## src/rtl/stratigo_game_ctrl.sv

```systemverilog
// Stratigo turn sequencer: setup phases, select/move/combat turns, win detection.
module stratigo_game_ctrl #(
  parameter int unsigned P1_PIECES = 10,
  parameter int unsigned P2_PIECES = 20
) (
  input  logic       clk,
  input  logic       reset,
  input  logic       go,
  input  logic [2:0] raw_x,
  input  logic [2:0] raw_y,
  input  logic [5:0] piece,
  input  logic [5:0] sel_piece,
  output logic [2:0] current_phase,
  output logic [1:0] command,
  output logic       turn,
  output logic       win_flag,
  output logic       winner,
  output logic       bad_move
);

  localparam int unsigned CW = 3;
  localparam int unsigned PW = 6;
  localparam int unsigned UW = 5;

  localparam logic [1:0]    CMD_CAPTURE = 2'b00;
  localparam logic [1:0]    CMD_DIE     = 2'b01;
  localparam logic [1:0]    CMD_TRADE   = 2'b10;
  localparam logic [1:0]    CMD_NOP     = 2'b11;
  localparam logic [UW-1:0] U_FLAG      = UW'(1);
  localparam logic [UW-1:0] U_BOMB      = UW'(2);
  localparam logic [UW-1:0] U_SPY       = UW'(3);
  localparam logic [UW-1:0] U_MINER     = UW'(5);
  localparam logic [UW-1:0] U_TEN       = UW'(7);
  localparam logic [PW-1:0] SQ_BLANK    = PW'(0);
  localparam logic [PW-1:0] SQ_WALL     = PW'(63);

  typedef enum logic [3:0] {
    S_SETUP1, S_SETUP2, S_SEL, S_SEL_CHK, S_MOV, S_MOV_CHK, S_CAP, S_CAP2, S_DONE
  } state_e;

  state_e          state_q, state_d;
  logic            go_q;
  logic [CW-1:0]   src_x_q, src_x_d, src_y_q, src_y_d;
  logic [CW-1:0]   dst_x_q, dst_x_d, dst_y_q, dst_y_d;
  logic [UW-1:0]   att_q, att_d;
  logic            flag_q, flag_d;
  logic [2:0]      phase_q, phase_d;
  logic [1:0]      command_q, command_d;
  logic            turn_q, turn_d;
  logic            win_q, win_d;
  logic            winner_q, winner_d;
  logic            bad_q, bad_d;

  logic            event_c;
  logic            movable_c;
  logic signed [3:0] dx_c, dy_c;
  logic [3:0]      adx_c, ady_c;
  logic [4:0]      dist_c;
  logic            target_ok_c;
  logic [1:0]      cmd_c;
  logic            flag_c;

  assign event_c   = go & ~go_q;
  assign movable_c = (sel_piece[UW-1:0] >= UW'(3)) && (sel_piece[UW-1:0] <= UW'(7));

  // Manhattan distance between latched source and target squares
  assign dx_c   = $signed({1'b0, dst_x_q}) - $signed({1'b0, src_x_q});
  assign dy_c   = $signed({1'b0, dst_y_q}) - $signed({1'b0, src_y_q});
  assign adx_c  = dx_c[3] ? $unsigned(-dx_c) : $unsigned(dx_c);
  assign ady_c  = dy_c[3] ? $unsigned(-dy_c) : $unsigned(dy_c);
  assign dist_c = {1'b0, adx_c} + {1'b0, ady_c};

  assign target_ok_c = (dist_c == 5'd1) && (sel_piece != SQ_WALL) &&
                       ((sel_piece == SQ_BLANK) || (sel_piece[PW-1] != turn_q));

  // Combat resolution between the selected attacker and the target square
  always_comb begin
    cmd_c  = CMD_CAPTURE;
    flag_c = 1'b0;
    if (sel_piece == SQ_BLANK) begin
      cmd_c = CMD_CAPTURE;
    end else if (sel_piece[UW-1:0] == U_FLAG) begin
      cmd_c  = CMD_CAPTURE;
      flag_c = 1'b1;
    end else if (sel_piece[UW-1:0] == U_BOMB) begin
      cmd_c = (att_q == U_MINER) ? CMD_CAPTURE : CMD_DIE;
    end else if ((att_q == U_SPY) && (sel_piece[UW-1:0] == U_TEN)) begin
      cmd_c = CMD_CAPTURE;
    end else if (att_q > sel_piece[UW-1:0]) begin
      cmd_c = CMD_CAPTURE;
    end else if (att_q < sel_piece[UW-1:0]) begin
      cmd_c = CMD_DIE;
    end else begin
      cmd_c = CMD_TRADE;
    end
  end

  // Next-state and registered-output logic
  always_comb begin
    state_d   = state_q;
    src_x_d   = src_x_q;
    src_y_d   = src_y_q;
    dst_x_d   = dst_x_q;
    dst_y_d   = dst_y_q;
    att_d     = att_q;
    flag_d    = flag_q;
    command_d = CMD_NOP;
    turn_d    = turn_q;
    win_d     = win_q;
    winner_d  = winner_q;
    bad_d     = 1'b0;
    phase_d   = 3'd0;
    case (state_q)
      S_SETUP1: if (piece >= PW'(P1_PIECES)) state_d = S_SETUP2;
      S_SETUP2: if (piece >= PW'(P2_PIECES)) state_d = S_SEL;
      S_SEL: begin
        if (event_c) begin
          src_x_d = raw_x;
          src_y_d = raw_y;
          state_d = S_SEL_CHK;
        end
      end
      S_SEL_CHK: begin
        if ((sel_piece[PW-1] == turn_q) && movable_c) begin
          att_d   = sel_piece[UW-1:0];
          state_d = S_MOV;
        end else begin
          bad_d   = 1'b1;
          state_d = S_SEL;
        end
      end
      S_MOV: begin
        if (event_c) begin
          dst_x_d = raw_x;
          dst_y_d = raw_y;
          state_d = S_MOV_CHK;
        end
      end
      S_MOV_CHK: begin
        if (target_ok_c) begin
          command_d = cmd_c;
          flag_d    = flag_c;
          state_d   = S_CAP;
        end else begin
          bad_d   = 1'b1;
          state_d = S_SEL;
        end
      end
      S_CAP: begin
        command_d = command_q;
        state_d   = S_CAP2;
      end
      S_CAP2: begin
        if (flag_q) begin
          win_d    = 1'b1;
          winner_d = turn_q;
          state_d  = S_DONE;
        end else begin
          turn_d  = ~turn_q;
          state_d = S_SEL;
        end
      end
      S_DONE:  state_d = S_DONE;
      default: state_d = S_SETUP1;
    endcase
    case (state_d)
      S_SETUP1:  phase_d = 3'd0;
      S_SETUP2:  phase_d = 3'd1;
      S_SEL:     phase_d = 3'd2;
      S_SEL_CHK: phase_d = 3'd2;
      S_MOV:     phase_d = 3'd3;
      S_MOV_CHK: phase_d = 3'd6;
      S_CAP:     phase_d = 3'd4;
      S_CAP2:    phase_d = 3'd5;
      S_DONE:    phase_d = 3'd7;
      default:   phase_d = 3'd0;
    endcase
  end

  // State and output registers with synchronous reset
  always_ff @(posedge clk) begin
    if (reset) begin
      state_q   <= S_SETUP1;
      go_q      <= 1'b0;
      src_x_q   <= '0;
      src_y_q   <= '0;
      dst_x_q   <= '0;
      dst_y_q   <= '0;
      att_q     <= '0;
      flag_q    <= 1'b0;
      phase_q   <= 3'd0;
      command_q <= CMD_NOP;
      turn_q    <= 1'b0;
      win_q     <= 1'b0;
      winner_q  <= 1'b0;
      bad_q     <= 1'b0;
    end else begin
      state_q   <= state_d;
      go_q      <= go;
      src_x_q   <= src_x_d;
      src_y_q   <= src_y_d;
      dst_x_q   <= dst_x_d;
      dst_y_q   <= dst_y_d;
      att_q     <= att_d;
      flag_q    <= flag_d;
      phase_q   <= phase_d;
      command_q <= command_d;
      turn_q    <= turn_d;
      win_q     <= win_d;
      winner_q  <= winner_d;
      bad_q     <= bad_d;
    end
  end

  assign current_phase = phase_q;
  assign command       = command_q;
  assign turn          = turn_q;
  assign win_flag      = win_q;
  assign winner        = winner_q;
  assign bad_move      = bad_q;

endmodule

```

## config.mk

```make
export PLATFORM = sky130hd
export DESIGN_NAME = stratigo_game_ctrl
export DESIGN_NICKNAME = d
export VERILOG_FILES = /design/src/rtl/stratigo_game_ctrl.sv
export SDC_FILE = /design/constraint.sdc
export NUM_CORES = 1
export LEC_CHECK = 0
export ABC_AREA = 1
export CORE_ASPECT_RATIO = 1.4
export CORE_UTILIZATION = 35
export DETAILED_ROUTE_END_ITERATION = 6
export MAX_ROUTING_LAYER = met4
export PLACE_DENSITY = 0.62
export SLEW_MARGIN = 25
export SYNTH_ARGS = -nofsm -noshare
export SYNTH_HDL_FRONTEND = slang
export SYNTH_SLANG_ARGS = --single-unit
```

## constraint.sdc

```tcl
create_clock -name clk -period 6.9 [get_ports clk]
set_input_delay 0.69 -clock clk [delete_from_list [all_inputs] [get_ports clk]]
set_output_delay 0.69 -clock clk [all_outputs]
set_load 0.01 [all_outputs]
```

==> impl_metrics.env <==
export IMPL_hold_buffers=0
export IMPL_cts_htree_levels=2
export IMPL_numPortBuffers=28
export IMPL_syn_area_um2=2110
export IMPL_dieWidth_um=67.7
export IMPL_final_setup_skew_ps=6.22
export IMPL_grt_remaining_overflow=0
export IMPL_setup_viol=0
export IMPL_fin_crit_sh_pct=45.3
export IMPL_maxSlewHeadroom_pct=66.9
export IMPL_synth_mux_area_share_pct=0
export IMPL_areaGrowthSynthToFinish_pct=21.1
export IMPL_clk_latency_ps=280
export IMPL_synth_top_family_by_area="simple AND/OR/NAND/NOR gates"
export IMPL_netlist_area_leader_share_pct=30.3
export IMPL_post_drt_via_cell_ratio=4.71
export IMPL_grt_pass1_vias=1833
export IMPL_outcome="finished clean"
export IMPL_antenna_left=0
export IMPL_r2r_worst_path_cells=19
export IMPL_path_class="register to register"
export IMPL_tightest_slew_ps=496
export IMPL_dpl_cell_area_um2=2470
export IMPL_fin_crit_ps=3130
export IMPL_grt_pass1_wl_um=7580
export IMPL_power_leakage_nw=1.21
export IMPL_dieArea_um2=6360
export IMPL_syn_avg_cell_area_um2=7.03
export IMPL_antenna_found_initial=0
export IMPL_required_ps=7080
export IMPL_crit_path_frequent_cell="nand2_1"
export IMPL_endpoint="command[0]"
export IMPL_setup_worst_path_start="dst_x_q[0]"
export IMPL_grt_use_total_pct=16.2
export IMPL_dr_first_iter_drc_count=57
export IMPL_cp_start_kind="register"
export IMPL_utilization_pct=44.0
export IMPL_row_count=33
export IMPL_fin_setup_tns_ps=0
export IMPL_dp_hpwl_um=3570
export IMPL_tritoncts="built"
export IMPL_worstPathCellList="inv_1 -> ha_1 -> inv_1 -> fa_1 -> inv_1 -> ha_1 -> nor2_1 -> a21oi_1 -> fa_1 -> nor2_1 -> nand2_1 -> nor2_1 -> nand2_1 -> inv_1 -> nand2_1 -> nor3_1 -> nand2_1 -> nand2_1 -> nand2_1"
export IMPL_initial_utilization_pct=36.3
export IMPL_synthAdderAreaFrac_pct=14.7
export IMPL_cts_buffers=5
export IMPL_ys_seq_area_share_pct=30.3
export IMPL_core_um2=5820
export IMPL_fin_nets=377
export IMPL_hold_viol_final=0
export IMPL_synth_seq_cells=32
export IMPL_layout_common_cells="nand2_1 (61), inv_1 (48), dfxtp_1 (32), nor2_1 (30), clkdlybuf4s50_1 (28)"
export IMPL_cp_slowest_cell="fa_1"
export IMPL_worst_setup_path_end_kind="register"
export IMPL_drive_gt1_share_pct=9.58
export IMPL_ys_types=30
export IMPL_synthXorXnorAreaFrac_pct=1.66
export IMPL_drv_cap=0
export IMPL_dp_cells=396
export IMPL_totalWireLength_um=4430
export IMPL_die_h_um=94.0
export IMPL_post_cts_buffers=0
export IMPL_slowest_delay_ps=500
export IMPL_rsz0062_at_grt="no"
export IMPL_clkTransAtPathRegs_ps=70
export IMPL_antenna_cells=0
export IMPL_synth_simple_area_share_pct=32.4
export IMPL_gp_congestion=0.867
export IMPL_ir_worst_vdd_v=0.0000777
export IMPL_firstDrtPassIters=4
export IMPL_cts_resized=0
export IMPL_worstReg2RegEnd="command[0]"
export IMPL_layout_commonest_cell="nand2_1"
export IMPL_syn_nets=345
export IMPL_powerDensity_nw_per_um2=175
export IMPL_synth_warnings=0
export IMPL_ff2ff_setup_slack_ps=3770
export IMPL_synth_area_leaders="dfxtp_1 (30%), ha_1 (12%), nand2_1 (11%), inv_1 (8.5%), a21oi_1 (6.2%)"
export IMPL_reg2reg_from="dst_x_q[0]"
export IMPL_synthCells=301
export IMPL_drc=0
export IMPL_hold_class="register to register"
export IMPL_final_cell_area_um2=2560
export IMPL_synth_compound_area_share_pct=10.7
export IMPL_path_max_fanout=2
export IMPL_fmax_mhz=320
export IMPL_cts_root_buf="clkbuf_8"
export IMPL_maxSlewViolCount=0
export IMPL_io_pins=30
export IMPL_fin_cells=404
export IMPL_drt_wirelength_per_cell_um=11.0
export IMPL_grt_max_degree=18
export IMPL_cts_sinks=32
export IMPL_holdWs_ps=449
export IMPL_num_vias=1904
export IMPL_synth_top_area_cell="dfxtp_1"
export IMPL_cp_arrival_ps=3310
export IMPL_cts_buffer_depth=2
[power breakdown]
part | switching [mW] | internal (mW)
registers | 0.00556 | 0.191
logic | 0.0591 | 0.0438
clock network | 0.0687 | 0.0795
[synthesized netlist by cell type]
cell and count:
nor3_4 1, nand3_1 21, nand3_4 1, o21ai_2 1, nor4_1 2, and3_1 1
inv_2 4, buf_6 1, nor3_1 7, nand2_2 4, o21a_1 1, clkbuf_1 2
a21oi_1 26, inv_1 48, nand2_1 61, xor2_1 4, nand2_4 1, fa_1 3
nand4_1 4, nor2_2 6, nor2_4 2, o21ai_1 3, dfxtp_1 32, buf_1 1
nand3_2 1, a21oi_2 1, nor2_1 30, ha_1 20, o21ai_0 11, nor2_8 1
[area by class of cell]
| cell class | instances | area (um^2) |
|---|---|---|
| multi-input cells | 213 | 1260 |
| well taps | 70 | 87.6 |
| flip-flops and latches | 32 | 641 |
| clock buffers | 6 | 82.6 |
| clock inverters | 2 | 10.0 |
| fillers | 596 | 3260 |
| repair buffers | 29 | 288 |
| inverters | 52 | 195 |
[per-layer routing]
metal  share of wire (%)  vias to the layer above  global-route usage (%)
met5                   0                        -                       -
met4                 1.2                        0                    5.32
met3                 2.3                        5                    2.55
met2                  55                       21                    31.4
met1                  42                      852                    15.5
li1                    -                     1026                       -
[worst max-delay path, delay by kind of cell (launching register included)]
kind,cells,cell delay (ps)
DFF,1,300
buffers and inverters,4,250
AOI/OAI and AO/OA,1,240
and+or+nand+nor,10,900
adders and majority gates,4,1350
[flip-flops by register name, summed over array words and instances, names as in the netlist]
register       flops
att_q              5
bad_move           1
command            2
current_phase      3
dst_x_q            3
dst_y_q            3
flag_q             1
go_q               1
src_x_q            3
src_y_q            3
state_q            4
turn               1
win_flag           1
winner             1
[kinds of logic (layout without fill, tap and decap cells)]
| logic type | after synthesis | in the layout |
|---|---|---|
| and+or+nand+nor | 143 | 143 |
| xor gates and xnor gates | 4 | 4 |
| AOI/OAI and AO/OA | 43 | 43 |
| adders and majority gates | 23 | 23 |
| DFF | 32 | 32 |
| buffers and inverters | 56 | 89 |
[how the worst min path moves through the flow]
| stage | end | from | cells after the start | slack (ps) |
|---|---|---|---|---|
| after floorplan | dst_x_q[0] | dst_x_q[0] | 2 | 430 |
| after global placement | winner | winner | 2 | 430 |
| after detailed placement | winner | winner | 2 | 440 |
| after CTS | winner | winner | 2 | 450 |
| after global routing | winner | winner | 2 | 470 |
| final | win_flag | win_flag | 2 | 450 |
[metrics by stage]
| stage | total power [mW] | setup WS [ps] |
|---|---|---|
| finish | 0.448 | 3770 |
| global route | 0.476 | 3470 |
| CTS | 0.456 | 3720 |
| detailed placement | 0.305 | 3730 |
| global placement | 0.302 | 3800 |
| floorplan | 0.272 | 4030 |
(Power assumes the default switching activity.)
